**src/rtl/id_ex_stage.sv**
```systemverilog
// ---------------------------------------------------------------------------
// id_ex_stage
//   ID/EX pipeline register. Captures the decoded control word and the ID
//   operands into EX, resolves the destination register, and detects
//   load-use hazards against the instruction currently held in EX.
//   A load-use hazard inserts one bubble and freezes PC and IF/ID.
//   Branch/jump flushes and downstream stalls are applied here, and
//   inserted load-use bubbles are counted (saturating) for debug.
//
// Ports
//   Clock, Reset             rising-edge clock, synchronous active-high reset
//   Flush                    kill the instruction entering EX
//   Stall                    hold EX contents
//   ID_*                     decoded control, operands and register fields
//   EX_*                     registered copies of ID_* (no UsesRt/RegDest)
//   EX_WriteReg              resolved destination register
//   EX_Valid                 EX holds a real instruction
//   PCWrite, IFIDWrite       fetch-side enables (low on stall or hazard)
//   BubbleCount              saturating count of load-use bubbles
// ---------------------------------------------------------------------------
module id_ex_stage #(
  parameter int DATA_WIDTH = 32,
  parameter int REG_AW     = 5,
  parameter int LINK_REG   = 31,
  parameter int CNT_W      = 16
) (
  input  logic                  Clock,
  input  logic                  Reset,
  input  logic                  Flush,
  input  logic                  Stall,
  input  logic [1:0]            ID_RegDest,
  input  logic                  ID_RegWrite,
  input  logic                  ID_AluSrc,
  input  logic                  ID_MemWrite,
  input  logic                  ID_MemRead,
  input  logic                  ID_Branch,
  input  logic                  ID_JAL,
  input  logic                  ID_LB4,
  input  logic [4:0]            ID_AluOp,
  input  logic [1:0]            ID_MemToReg,
  input  logic [1:0]            ID_ByteSel,
  input  logic [2:0]            ID_BCControl,
  input  logic                  ID_UsesRt,
  input  logic [DATA_WIDTH-1:0] ID_ReadData1,
  input  logic [DATA_WIDTH-1:0] ID_ReadData2,
  input  logic [DATA_WIDTH-1:0] ID_Imm,
  input  logic [DATA_WIDTH-1:0] ID_PCPlus4,
  input  logic [REG_AW-1:0]     ID_Rs,
  input  logic [REG_AW-1:0]     ID_Rt,
  input  logic [REG_AW-1:0]     ID_Rd,
  output logic                  EX_RegWrite,
  output logic                  EX_AluSrc,
  output logic                  EX_MemWrite,
  output logic                  EX_MemRead,
  output logic                  EX_Branch,
  output logic                  EX_JAL,
  output logic                  EX_LB4,
  output logic [4:0]            EX_AluOp,
  output logic [1:0]            EX_MemToReg,
  output logic [1:0]            EX_ByteSel,
  output logic [2:0]            EX_BCControl,
  output logic [DATA_WIDTH-1:0] EX_ReadData1,
  output logic [DATA_WIDTH-1:0] EX_ReadData2,
  output logic [DATA_WIDTH-1:0] EX_Imm,
  output logic [DATA_WIDTH-1:0] EX_PCPlus4,
  output logic [REG_AW-1:0]     EX_Rs,
  output logic [REG_AW-1:0]     EX_Rt,
  output logic [REG_AW-1:0]     EX_Rd,
  output logic [REG_AW-1:0]     EX_WriteReg,
  output logic                  EX_Valid,
  output logic                  PCWrite,
  output logic                  IFIDWrite,
  output logic [CNT_W-1:0]      BubbleCount
);

  typedef struct packed {
    logic                  reg_write;
    logic                  alu_src;
    logic                  mem_write;
    logic                  mem_read;
    logic                  branch;
    logic                  jal;
    logic                  lb4;
    logic [4:0]            alu_op;
    logic [1:0]            mem_to_reg;
    logic [1:0]            byte_sel;
    logic [2:0]            bc_control;
    logic [DATA_WIDTH-1:0] rd1;
    logic [DATA_WIDTH-1:0] rd2;
    logic [DATA_WIDTH-1:0] imm;
    logic [DATA_WIDTH-1:0] pc_plus4;
    logic [REG_AW-1:0]     rs;
    logic [REG_AW-1:0]     rt;
    logic [REG_AW-1:0]     rd;
    logic [REG_AW-1:0]     write_reg;
    logic                  valid;
  } ex_bundle_t;

  localparam logic [REG_AW-1:0] LINK_ADDR = REG_AW'(LINK_REG);

  ex_bundle_t        r_ex_p1;
  ex_bundle_t        w_id_p0;
  logic [CNT_W-1:0]  r_bubble_cnt_p1;
  logic [REG_AW-1:0] w_write_reg_p0;
  logic              w_load_use_p0;

  function automatic logic [CNT_W-1:0] sat_inc(input logic [CNT_W-1:0] v);
    return (&v) ? v : v + CNT_W'(1);
  endfunction

  // ---- ID stage: destination decode, hazard detect, fetch enables ----
  always_comb begin
    w_write_reg_p0 = '0;
    case (ID_RegDest)
      2'b00:   w_write_reg_p0 = ID_Rd;
      2'b01:   w_write_reg_p0 = ID_Rt;
      2'b10:   w_write_reg_p0 = LINK_ADDR;
      default: w_write_reg_p0 = '0;
    endcase
  end

  // A load writing $0 never creates a dependency; Rt only matters when the
  // ID instruction actually reads it as a source.
  assign w_load_use_p0 = r_ex_p1.valid & r_ex_p1.mem_read & r_ex_p1.reg_write
                       & (r_ex_p1.write_reg != '0)
                       & ((r_ex_p1.write_reg == ID_Rs)
                          | (ID_UsesRt & (r_ex_p1.write_reg == ID_Rt)));

  // Flush overrides the hazard freeze so the PC can take the branch target.
  assign PCWrite   = Reset | (~Stall & ~(w_load_use_p0 & ~Flush));
  assign IFIDWrite = PCWrite;

  assign w_id_p0 = '{
    reg_write:  ID_RegWrite,
    alu_src:    ID_AluSrc,
    mem_write:  ID_MemWrite,
    mem_read:   ID_MemRead,
    branch:     ID_Branch,
    jal:        ID_JAL,
    lb4:        ID_LB4,
    alu_op:     ID_AluOp,
    mem_to_reg: ID_MemToReg,
    byte_sel:   ID_ByteSel,
    bc_control: ID_BCControl,
    rd1:        ID_ReadData1,
    rd2:        ID_ReadData2,
    imm:        ID_Imm,
    pc_plus4:   ID_PCPlus4,
    rs:         ID_Rs,
    rt:         ID_Rt,
    rd:         ID_Rd,
    write_reg:  w_write_reg_p0,
    valid:      1'b1
  };

  // ---- ID -> EX register ----
  always_ff @(posedge Clock) begin
    if (Reset) begin
      r_ex_p1         <= '0;
      r_bubble_cnt_p1 <= '0;
    end else if (Flush) begin
      r_ex_p1 <= '0;
    end else if (Stall) begin
      r_ex_p1 <= r_ex_p1;
    end else if (w_load_use_p0) begin
      r_ex_p1         <= '0;
      r_bubble_cnt_p1 <= sat_inc(r_bubble_cnt_p1);
    end else begin
      r_ex_p1 <= w_id_p0;
    end
  end

  assign EX_RegWrite  = r_ex_p1.reg_write;
  assign EX_AluSrc    = r_ex_p1.alu_src;
  assign EX_MemWrite  = r_ex_p1.mem_write;
  assign EX_MemRead   = r_ex_p1.mem_read;
  assign EX_Branch    = r_ex_p1.branch;
  assign EX_JAL       = r_ex_p1.jal;
  assign EX_LB4       = r_ex_p1.lb4;
  assign EX_AluOp     = r_ex_p1.alu_op;
  assign EX_MemToReg  = r_ex_p1.mem_to_reg;
  assign EX_ByteSel   = r_ex_p1.byte_sel;
  assign EX_BCControl = r_ex_p1.bc_control;
  assign EX_ReadData1 = r_ex_p1.rd1;
  assign EX_ReadData2 = r_ex_p1.rd2;
  assign EX_Imm       = r_ex_p1.imm;
  assign EX_PCPlus4   = r_ex_p1.pc_plus4;
  assign EX_Rs        = r_ex_p1.rs;
  assign EX_Rt        = r_ex_p1.rt;
  assign EX_Rd        = r_ex_p1.rd;
  assign EX_WriteReg  = r_ex_p1.write_reg;
  assign EX_Valid     = r_ex_p1.valid;
  assign BubbleCount  = r_bubble_cnt_p1;

endmodule

```
**config.mk**
```make
export PLATFORM = sky130hd
export DESIGN_NAME = id_ex_stage
export DESIGN_NICKNAME = d
export VERILOG_FILES = /design/src/rtl/id_ex_stage.sv
export SDC_FILE = /design/constraint.sdc
export NUM_CORES = 1
export LEC_CHECK = 0
export CAP_MARGIN = 10
export CORE_AREA = 2 2 138 140
export CTS_CLUSTER_SIZE = 20
export DETAILED_ROUTE_END_ITERATION = 10
export DIE_AREA = 0 0 140 142
export GPL_ROUTABILITY_DRIVEN = 1
export PLACE_DENSITY = 0.75
export SYNTH_ARGS = -nofsm -noshare
export SYNTH_HDL_FRONTEND = slang
export SYNTH_SLANG_ARGS = --single-unit
```
**constraint.sdc**
```tcl
create_clock -name Clock -period 2.6 [get_ports Clock]
set_input_delay 0.26 -clock Clock [delete_from_list [all_inputs] [get_ports Clock]]
set_output_delay 0.26 -clock Clock [all_outputs]
set_load 0.005 [all_outputs]
```
==> results.cfg <==
[pwr]
peakVddDrop_mv = 0.388
pwr_density_cell_nw_per_um2 = 582
power.leakage_nw = 3.87

[synth]
synth_nets = 693
synth_fa_ha_area_frac = 0.00204
synth.avg_cell_area_um2 = 11.7
synth_top_cell_by_area = dfxtp_1
synth_cell_types = 36
synth-simple-area-share = 0.0605
ys_seq_area_frac = 0.600
ys_ff_latch = 184
async_flop_share = 0
synth-edff-count = 0
synth_warnings = 0
synthCells = 523
synthXorXnorAreaFrac = 0.0143
synth_compound_area_frac = 0.282
yosysTopAreaCellShare = 0.600
synthFlopType = dfxtp_1
synth_top_family_by_area = compound AO/OA/AOI/OAI gates
synth_area_leaders = dfxtp_1, a22o_1, clkbuf_1
netlist_area_um2 = 6140
synth.area.mux_share = 0.00550

[floorplan]
die_x_um = 140
num_rows = 50
die-height_um = 142
dieArea_um2 = 19900
initial_core_util = 0.333
io_pins = 355
coreArea_um2 = 18500

[setup_path]
crit_fanout = 9
crit_required_ns = 2.34
cp-start-kind = flop
criticalPathCategory = reg -> out
cp.arrival_ns = 2.22
end_kind = primary output

[outcome]
violations = design-rule violations
outcome = complete, but fails checks

[placement]
dp_cells = 1081
place.gp.congestion = 0.788
io_buffers = 354
hpwl_um = 14100
placed_cell_area_um2 = 9950

[final_layout]
final_cells = 1116
areaGrowthSynthToFinish_pct = 72.0
final_cell_mix = clkdlybuf4s50_1, dfxtp_1, a22o_1, clkbuf_16, nor2_1
fillers = 1577
nNetsFinal = 1037
final_common_cell = clkdlybuf4s50_1
drive_gt1_frac = 0.0648
multi_input_area_um2 = 2260
seq_area_um2 = 3690
finalInstanceArea_um2 = 10600

[cts]
clock-sinks = 184
path_clk_slew_ns = 0.07
clock-root-buffer = clkbuf_16
clk_latency_ns = 0.43
cts_tree = built
cts_buffer_depth = 2
cts_buffers = 17
htreeDepth = 4
hold_buffers = 0

[sta]
fmax_mhz = 403
period_needed_ns = 2.48
fin_hold_ws_ns = 0.427
tns_ns = 0
slew_headroom = 0.631
finalSetupViolCount = 0
rsz0062_at_grt = false
period_share = 0.954
fin_skew_ns = 0.0182
tightestPinTransition_ns = 0.551
maxSlewViolCount = 0
final_hold_viol_count = 0

[route]
num_vias = 5571
drc = 18
drtIter0Drc = 235
ant_nets = 0
wirelength_um = 19900
wl_per_cell_um = 17.8
first_pass_iters = 10
via_per_inst = 4.99

[global_route]
track_usage = 0.193
gr-total-overflow = 0
antenna_found_initial = 2
grt_pass1_vias = 5621
grt_pass1_wl_um = 30600
grt_max_degree = 74

[run]
max_cap_viol_count = 0

[hold_path]
timing.hold.worst.class = in -> reg
[cell usage after synthesis (all sizes together), types with 5 or more instances]
library cell and count:
a21oi 12, dfxtp 184, o21ai 12, or4 6
nor2b 5, nand2 13, a22o 167, o31ai 6
nand4 11, clkbuf 24, or3 5, xnor2 10
inv 5, buf 19, nor2 16, nand3 6
[registers in the layout (all words and copies together) (netlist names), 2 cells and up]
| register | cells |
|---|---|
| EX_Imm | 32 |
| EX_PCPlus4 | 32 |
| EX_ReadData1 | 32 |
| EX_ReadData2 | 32 |
| BubbleCount | 16 |
| EX_AluOp | 5 |
| EX_Rd | 5 |
| EX_Rs | 5 |
| EX_Rt | 5 |
| EX_WriteReg | 5 |
| EX_BCControl | 3 |
| EX_ByteSel | 2 |
| EX_MemToReg | 2 |
[path summary, 6_finish.rpt]
| kind | depth (start not counted) | endpoint | start | slack [ns] |
|---|---|---|---|---|
| worst max-delay path | 5 | PCWrite | EX_WriteReg[3] | 0.12 |
| worst min register to register | 1 | EX_PCPlus4[0] | EX_PCPlus4[0] | 0.47 |
| worst max register to register | 6 | EX_Imm[17] | EX_WriteReg[3] | 0.44 |
| worst min-delay path | 2 | EX_ReadData2[21] | ID_ReadData2[21] | 0.43 |
[critical path, cell delays in order, from the launching register on]
cell             delay (ns)
dfxtp_2                0.37
nor4_4                 0.37
a21oi_4                0.16
nor3b_1                0.17
o21bai_1               0.20
clkdlybuf4s50_1        0.54
[metal layers]
metal  wire, um  global-route usage  vias up  share of wire
met5          0                   0        -              0
met4        276              0.0649        0          0.014
met3       1700              0.0697       20          0.085
met2       9750               0.325      227           0.49
met1       8160               0.231     2632           0.41
li1           -                   -     2692              -
[cells by family after synthesis]
kind of cell	count (synthesis)
compound gates	207
flops	184
simple gates	70
buf+inv	48
xor+xnor	10
mux	3
fa+ha+maj	1
[power breakdown]
part	switching, mW	total, mW	internal [mW]
Combinational	0.212	0.675	0.463
Sequential	0.0535	2.96	2.90
Clock	1.21	2.51	1.30
Total	1.48	6.14	4.67
[area by class of cell]
| class | count | area share |
|---|---|---|
| Clock buffer | 19 | 0.0419 |
| Inverter | 5 | 0.00178 |
| Multi-Input combinational cell | 291 | 0.214 |
| Timing Repair Buffer | 368 | 0.353 |
| Clock inverter | 13 | 0.0122 |
| Antenna cell | 2 | 0.000474 |
| Tap cell | 234 | 0.0277 |
| Sequential cell | 184 | 0.349 |
[stage by stage]
step                       util  power (mW)  setup WS [ns]
after floorplan               -        3.19          0.660
after global placement    0.539        3.69          0.171
after detailed placement  0.539        3.69          0.144
after CTS                 0.571        6.23         0.0104
after global routing      0.572        6.38         0.0200
final                     0.572        6.14          0.119
[repair_timing]
action                                  CTS  global route
gates resized for setup                   1             5
endpoints found under the setup margin    2             2
setup buffers                             0             1
hold endpoints to repair                  0             0
pin swaps                                 0             2
Power figures use the tool's default switching activity.
